--- src/rtl/fixed_point_pkg.sv ---
// Shared Q7.8 sign-magnitude definitions for the multiply arbiter slice.
//   fixed_t   : 16-bit word, bit 15 sign, bits 14:8 integer, bits 7:0 fraction
//   FRAC_BITS : number of fraction bits
//   INT_BITS  : number of integer bits
//   MAG_W     : magnitude width (everything below the sign bit)
//   occ_t     : pipeline occupancy, encoded as {s1_valid, s2_valid}
package fixed_point_pkg;

  typedef logic [15:0] fixed_t;

  localparam int FRAC_BITS = 8;
  localparam int INT_BITS  = 7;
  localparam int MAG_W     = INT_BITS + FRAC_BITS;

  // The encoding is deliberately {s1_valid, s2_valid} so the two valid
  // flags can be read straight out of the state bits.
  typedef enum logic [1:0] {
    OCC_EMPTY  = 2'b00,
    OCC_S2ONLY = 2'b01,
    OCC_S1ONLY = 2'b10,
    OCC_FULL   = 2'b11
  } occ_t;

endpackage

--- src/rtl/fixed_mult_core.sv ---
// Combinational Q7.8 sign-magnitude multiply.
//   a, b     : operands (fixed_t)
//   product  : {sign xor, mag[22:8]}, fraction truncated
//   overflow : set when any magnitude bit above the Q7.8 range was dropped
module fixed_mult_core
  import fixed_point_pkg::*;
(
  input  fixed_t a,
  input  fixed_t b,
  output fixed_t product,
  output logic   overflow
);

  logic [2*MAG_W-1:0]   w_mag;
  logic [FRAC_BITS-1:0] w_unusedFrac;

  assign w_mag = {{MAG_W{1'b0}}, a[MAG_W-1:0]} * {{MAG_W{1'b0}}, b[MAG_W-1:0]};

  // Low fraction bits are truncated, not rounded.
  assign w_unusedFrac = w_mag[FRAC_BITS-1:0];

  // The sign is always the XOR of the operand signs, so negative zero survives.
  assign product  = {a[MAG_W] ^ b[MAG_W], w_mag[MAG_W+FRAC_BITS-1:FRAC_BITS]};
  assign overflow = |w_mag[2*MAG_W-1:MAG_W+FRAC_BITS];

endmodule

--- src/rtl/fixed_mult_arbiter.sv ---
// Round-robin arbiter in front of a two-stage pipelined Q7.8 multiplier.
//   clk, rst     : rising-edge clock, synchronous active-high reset
//   req_valid    : per-requester operand-pair valid
//   req_ready    : per-requester accept (one-hot or zero, combinational)
//   req_a, req_b : packed operands, requester i in bits [16i+15:16i]
//   rsp_valid    : registered result valid
//   rsp_ready    : downstream accepts the result
//   rsp_id       : requester that issued the result
//   rsp_product  : Q7.8 sign-magnitude product
//   rsp_overflow : magnitude bits were lost by truncation
module fixed_mult_arbiter
  import fixed_point_pkg::*;
#(
  parameter int NUM_REQ = 4,
  parameter int ID_W    = $clog2(NUM_REQ)
) (
  input  logic                  clk,
  input  logic                  rst,
  input  logic [NUM_REQ-1:0]    req_valid,
  output logic [NUM_REQ-1:0]    req_ready,
  input  logic [NUM_REQ*16-1:0] req_a,
  input  logic [NUM_REQ*16-1:0] req_b,
  output logic                  rsp_valid,
  input  logic                  rsp_ready,
  output logic [ID_W-1:0]       rsp_id,
  output fixed_t                rsp_product,
  output logic                  rsp_overflow
);

  localparam logic [ID_W:0] NUM_REQ_W = (ID_W+1)'(NUM_REQ);

  occ_t            r_state;
  occ_t            w_stateNext;
  logic [ID_W-1:0] r_ptr;
  logic [ID_W-1:0] w_ptrNext;

  fixed_t          r_s1A;
  fixed_t          r_s1B;
  logic [ID_W-1:0] r_s1Id;
  fixed_t          r_s2Product;
  logic            r_s2Overflow;
  logic [ID_W-1:0] r_s2Id;

  logic               w_s1Valid;
  logic               w_s2Valid;
  logic               w_s2Load;
  logic               w_s1Free;
  logic               w_accept;
  logic [NUM_REQ-1:0] w_rot;
  logic               w_grantFound;
  logic [ID_W-1:0]    w_offset;
  logic [ID_W:0]      w_grantSum;
  logic [ID_W-1:0]    w_grantIdx;
  fixed_t             w_coreProduct;
  logic               w_coreOverflow;

  assign w_s1Valid = (r_state == OCC_S1ONLY) || (r_state == OCC_FULL);
  assign w_s2Valid = (r_state == OCC_S2ONLY) || (r_state == OCC_FULL);

  // S1 advances whenever S2 is empty or is being drained this cycle, which is
  // what lets a new request enter without a bubble.
  assign w_s2Load = w_s1Valid && (!w_s2Valid || rsp_ready);
  assign w_s1Free = !w_s1Valid || w_s2Load;

  // Rotate the request vector so bit 0 is the requester at the pointer; the
  // lowest set bit is then the round-robin winner's distance from the pointer.
  assign w_rot        = NUM_REQ'({req_valid, req_valid} >> r_ptr);
  assign w_grantFound = |w_rot;

  always_comb begin
    w_offset = '0;
    for (int k = NUM_REQ - 1; k >= 0; k--) begin
      if (w_rot[k]) begin
        w_offset = ID_W'(k);
      end
    end
  end

  // Map the distance back to an absolute index with wrap-around.
  always_comb begin
    w_grantSum = {1'b0, r_ptr} + {1'b0, w_offset};
    if (w_grantSum >= NUM_REQ_W) begin
      w_grantIdx = ID_W'(w_grantSum - NUM_REQ_W);
    end else begin
      w_grantIdx = ID_W'(w_grantSum);
    end
  end

  assign w_ptrNext = (w_grantIdx == ID_W'(NUM_REQ - 1)) ? '0 : w_grantIdx + 1'b1;
  assign w_accept  = !rst && w_grantFound && w_s1Free;

  always_comb begin
    req_ready = '0;
    if (w_accept) begin
      req_ready[w_grantIdx] = 1'b1;
    end
  end

  // Occupancy next-state: S1 fills on accept and empties when it moves to S2;
  // S2 fills on load and empties when its result transfers.
  always_comb begin
    w_stateNext = r_state;
    w_stateNext = occ_t'({w_accept || (w_s1Valid && !w_s2Load),
                          w_s2Load || (w_s2Valid && !rsp_ready)});
  end

  always_ff @(posedge clk) begin
    if (rst) begin
      r_state <= OCC_EMPTY;
    end else begin
      r_state <= w_stateNext;
    end
  end

  // Datapath registers; reset clears them so the response port reads zero.
  always_ff @(posedge clk) begin
    if (rst) begin
      r_ptr        <= '0;
      r_s1A        <= '0;
      r_s1B        <= '0;
      r_s1Id       <= '0;
      r_s2Product  <= '0;
      r_s2Overflow <= 1'b0;
      r_s2Id       <= '0;
    end else begin
      if (w_accept) begin
        r_ptr  <= w_ptrNext;
        r_s1A  <= req_a[{w_grantIdx, 4'b0000} +: 16];
        r_s1B  <= req_b[{w_grantIdx, 4'b0000} +: 16];
        r_s1Id <= w_grantIdx;
      end
      if (w_s2Load) begin
        r_s2Product  <= w_coreProduct;
        r_s2Overflow <= w_coreOverflow;
        r_s2Id       <= r_s1Id;
      end
    end
  end

  fixed_mult_core u_core (
    .a        (r_s1A),
    .b        (r_s1B),
    .product  (w_coreProduct),
    .overflow (w_coreOverflow)
  );

  assign rsp_valid    = w_s2Valid;
  assign rsp_id       = r_s2Id;
  assign rsp_product  = r_s2Product;
  assign rsp_overflow = r_s2Overflow;

endmodule

--- config.mk ---
export PLATFORM = sky130hd
export DESIGN_NAME = fixed_mult_arbiter
export DESIGN_NICKNAME = d
export VERILOG_FILES = /design/src/rtl/fixed_point_pkg.sv /design/src/rtl/fixed_mult_core.sv /design/src/rtl/fixed_mult_arbiter.sv
export SDC_FILE = /design/constraint.sdc
export NUM_CORES = 1
export LEC_CHECK = 0
export ABC_AREA = 1
export BUFFER_PORTS_ARGS = -buffer_cell sky130_fd_sc_hd__buf_2
export CAP_MARGIN = 25
export CORE_ASPECT_RATIO = 0.6
export CORE_MARGIN = 5
export CORE_UTILIZATION = 32
export CTS_BUF_LIST = sky130_fd_sc_hd__clkbuf_4
export DETAILED_ROUTE_END_ITERATION = 10
export GPL_TIMING_DRIVEN = 0
export PLACE_DENSITY = 0.55
export SLEW_MARGIN = 20
export SYNTH_ARGS = -nofsm -noshare
export SYNTH_HDL_FRONTEND = slang
export SYNTH_SLANG_ARGS = --single-unit
--- constraint.sdc ---
create_clock -name clk -period 6.95 [get_ports clk]
set_input_delay 1.39 -clock clk [delete_from_list [all_inputs] [get_ports clk]]
set_output_delay 1.39 -clock clk [all_outputs]
set_load 0.02 [all_outputs]
==> impl_metrics.toml <==
[final_layout]
antennaDiodeCount = 0
drive_gt1_share_pct = 10.76
finalInstanceArea_mm2 = 0.01305
fillCellCount = 3874
ff_latch_area_mm2 = 0.001141
syn2layout_area_growth_pct = 13.23
utilization_pct = 36.98
final_net_count = 2306
multiInputGateArea_mm2 = 0.008402

[clock_tree]
cts.repair.resized = 0
post_cts_buffers = 0
clock-sinks = 57
cts_tree = "done"
clk_path_buf_depth = 2
cts_made_buffers = 9
cts-root-buf = "clkbuf_4"
clk_pin_slew_ps = 130
holdBufCountCts = 0
clkLatencyLatePin_ps = 480
htreeDepth = 3

[route]
route.detailed.drc = 0
wl_per_cell_um = 16.24
vias = 11100
first_iter_violations = 923
ant_nets = 0
drt-vias-per-instance = 4.661
wirelength_mm = 38.66
firstDrtPassIters = 5

[setup_path]
critPathBufInv = 4
worst-path-max-fanout = 10
critPathKind = "reg2reg"
path_cells = "clkbuf_1, clkbuf_1, nand2_1, fa_1, fa_1, fa_1, inv_1, fa_1, fa_1, fa_1, ha_1, nand2_1, nor2_1, inv_1, nor3_1, nand3_1, nand3_1, nand2_1, nor2_1, nand2_1, nor2_1, nor2_1"
crit_slowest_cell = "fa_1"
rr_worst_depth = 22
cp_common_cell = "fa_1"
critical_path_arrival_ps = 7020
cp_data_required_time_ps = 7340
rr_startpoint = "r_s1A[3]"
crit_path_start_kind = "flop"
reg2reg_to = "rsp_overflow"
endpoint_kind = "flop"
reg2reg_slack_ps = 320
crit_path_max_incr_delay_ps = 620
crit_family = "adder cells"

[sta]
fin_tns_setup_ps = 0
final-max-slew-violation-count = 0
clock.fmax_ghz = 0.1509
slew_headroom_pct = 46.25
fin_crit_sh_pct = 95.34
min_period_ps = 6626
report.final.hold_viol_count = 0
rsz0062_at_grt = "no"
final.setup_skew_ps = 25.88
setup_viol = 0
worstMarginPinSlew_ps = 806.2

[placed_design]
placement.io_buffers = 158
gp_congestion = 0.9156
hpwl_mm = 33.87
place_area_mm2 = 0.01290

[hold_path]
min_path_type = "reg2reg"
min_delay_worst_endpoint = "r_state[0]"
worstHoldStart = "r_state[1]"
hold_depth = 2

[yosys]
synth-edff-count = 0
synth_seq_cells = 57
yosysUniqueCellTypes = 33
synth_top_cell_by_area = "fa_1"
synth_warnings = 0
yosys-top-cells-area = "fa_1 (29%), nand2_1 (19%), inv_1 (14%)"
synthArstFlopShare_pct = 0
synth_area_per_cell_um2 = 6.622
syn_inst = 1740
synth_ff_type = "dfxtp_1"
syn_area_mm2 = 0.01152
synth_fp_nets = 2137
yosysMostFrequentCell = "nand2_1"
synth_top_area_share_pct = 28.84
synth_common_cells = "nand2_1 (593), inv_1 (424), fa_1 (166)"
ys_seq_area_share_pct = 9.903

[die]
rows = 53
ios = 159
die_w_um = 255.0
die-area_mm2 = 0.04003
die_h_um = 157.0
core_mm2 = 0.03528
start_util_pct = 32.66

[global_route]
gr-total-overflow = 0
grt_pass1_wl_mm = 60.94
grt_antenna_before_repair = 0
grtUsageTotal_pct = 19.68
grt_pass1_vias = 10760
grt_max_degree = 12

[job]
cap_viol_max_count = 0

[run_status]
status = "completed"
## cells by family (layout without fill, tap and decap cells)
logic type / Yosys count / in the layout / share of synthesized area (%)
AO/OA/AOI/OAI: 71 / 71 / 3.269
flip-flops: 57 / 57 / 9.903
multiplexers: 10 / 10 / 0.8688
XOR/XNOR: 19 / 19 / 1.444
adder cells (fa/ha/maj): 262 / 262 / 39.27
buffers and inverters: 521 / 695 / 17.18
AND/OR/NAND/NOR: 800 / 800 / 28.07
## stage by stage
| stage | hold WS [ps] | cells | setup slack [ps] |
|---|---|---|---|
| 6_report | 482.8 | 2381 | 323.7 |
| 5_1_grt | 502.1 | 2381 | 28.16 |
| 4_1_cts | 483.9 | 2381 | 341.5 |
| 3_5_place_dp | 462.8 | 2365 | 356.0 |
| 3_3_place_gp | 457.1 | 2365 | 422.8 |
| 2_1_floorplan | 430.3 | 1740 | 1636 |
## registers in the layout, indices dropped and copies added, names as in the netlist
name          flops
r_s1A            16
r_s1B            16
rsp_product      16
r_ptr             2
r_s1Id            2
r_state           2
rsp_id            2
rsp_overflow      1
## layout by cell type, fill, tap and decap left out, types with 2 or more instances in the layout
master      instances
nand2_1           593
inv_1             424
fa_1              166
buf_2             165
nand3_1           105
ha_1               96
nor2_1             77
clkbuf_1           71
dfxtp_1            57
a21oi_1            35
o21ai_0            22
xor2_1             11
nand3_2            10
mux2i_1            10
clkbuf_2            9
clkbuf_4            9
xnor2_1             8
nor3_1              6
o21ai_1             5
inv_2               4
clkinv_1            3
nand4_1             3
o21bai_1            3
clkinvlp_4          3
and2_1              2
buf_1               2
buf_6               2
nor3b_1             2
## routing by layer
metal / up-vias / track usage (%) / share of wire, %
met5: - / 0 / 0
met3: 22 / 5.533 / 9.5
li1: 5367 / - / -
met2: 368 / 25.14 / 36
met1: 5342 / 32.78 / 54
met4: 0 / 2.211 / 0.82
## worst max path at each step
stage             start      endpoint  cells after the start
2_1_floorplan  r_s1A[9]  rsp_overflow                     24
3_3_place_gp   r_s1A[2]  rsp_overflow                     25
3_5_place_dp   r_s1A[8]  rsp_overflow                     22
4_1_cts        r_s1A[8]  rsp_overflow                     22
5_1_grt        r_s1A[5]  rsp_overflow                     25
6_report       r_s1A[3]  rsp_overflow                     22
## final cells by class
type	instances	area share, %
flip-flops and latches	57	8.746
plain buffers	91	2.887
well taps	467	4.479
multi-input cells	1162	64.40
repair buffers	158	6.061
inverters	430	12.37
clock buffers	9	0.5179
clock inverters	7	0.5371
## worst register-to-register path: stages (launching register included)
cell	delay, ps
dfxtp_1	330
clkbuf_1	510
clkbuf_1	610
nand2_1	170
fa_1	470
fa_1	480
fa_1	560
inv_1	50
fa_1	450
fa_1	620
fa_1	490
ha_1	450
nand2_1	150
nor2_1	160
inv_1	90
nor3_1	220
nand3_1	200
nand3_1	130
nand2_1	70
nor2_1	100
nand2_1	60
nor2_1	130
nor2_1	50
Power is not shown: default switching activity piles up to over one toggle a cycle in this logic, so the estimate is an artifact.
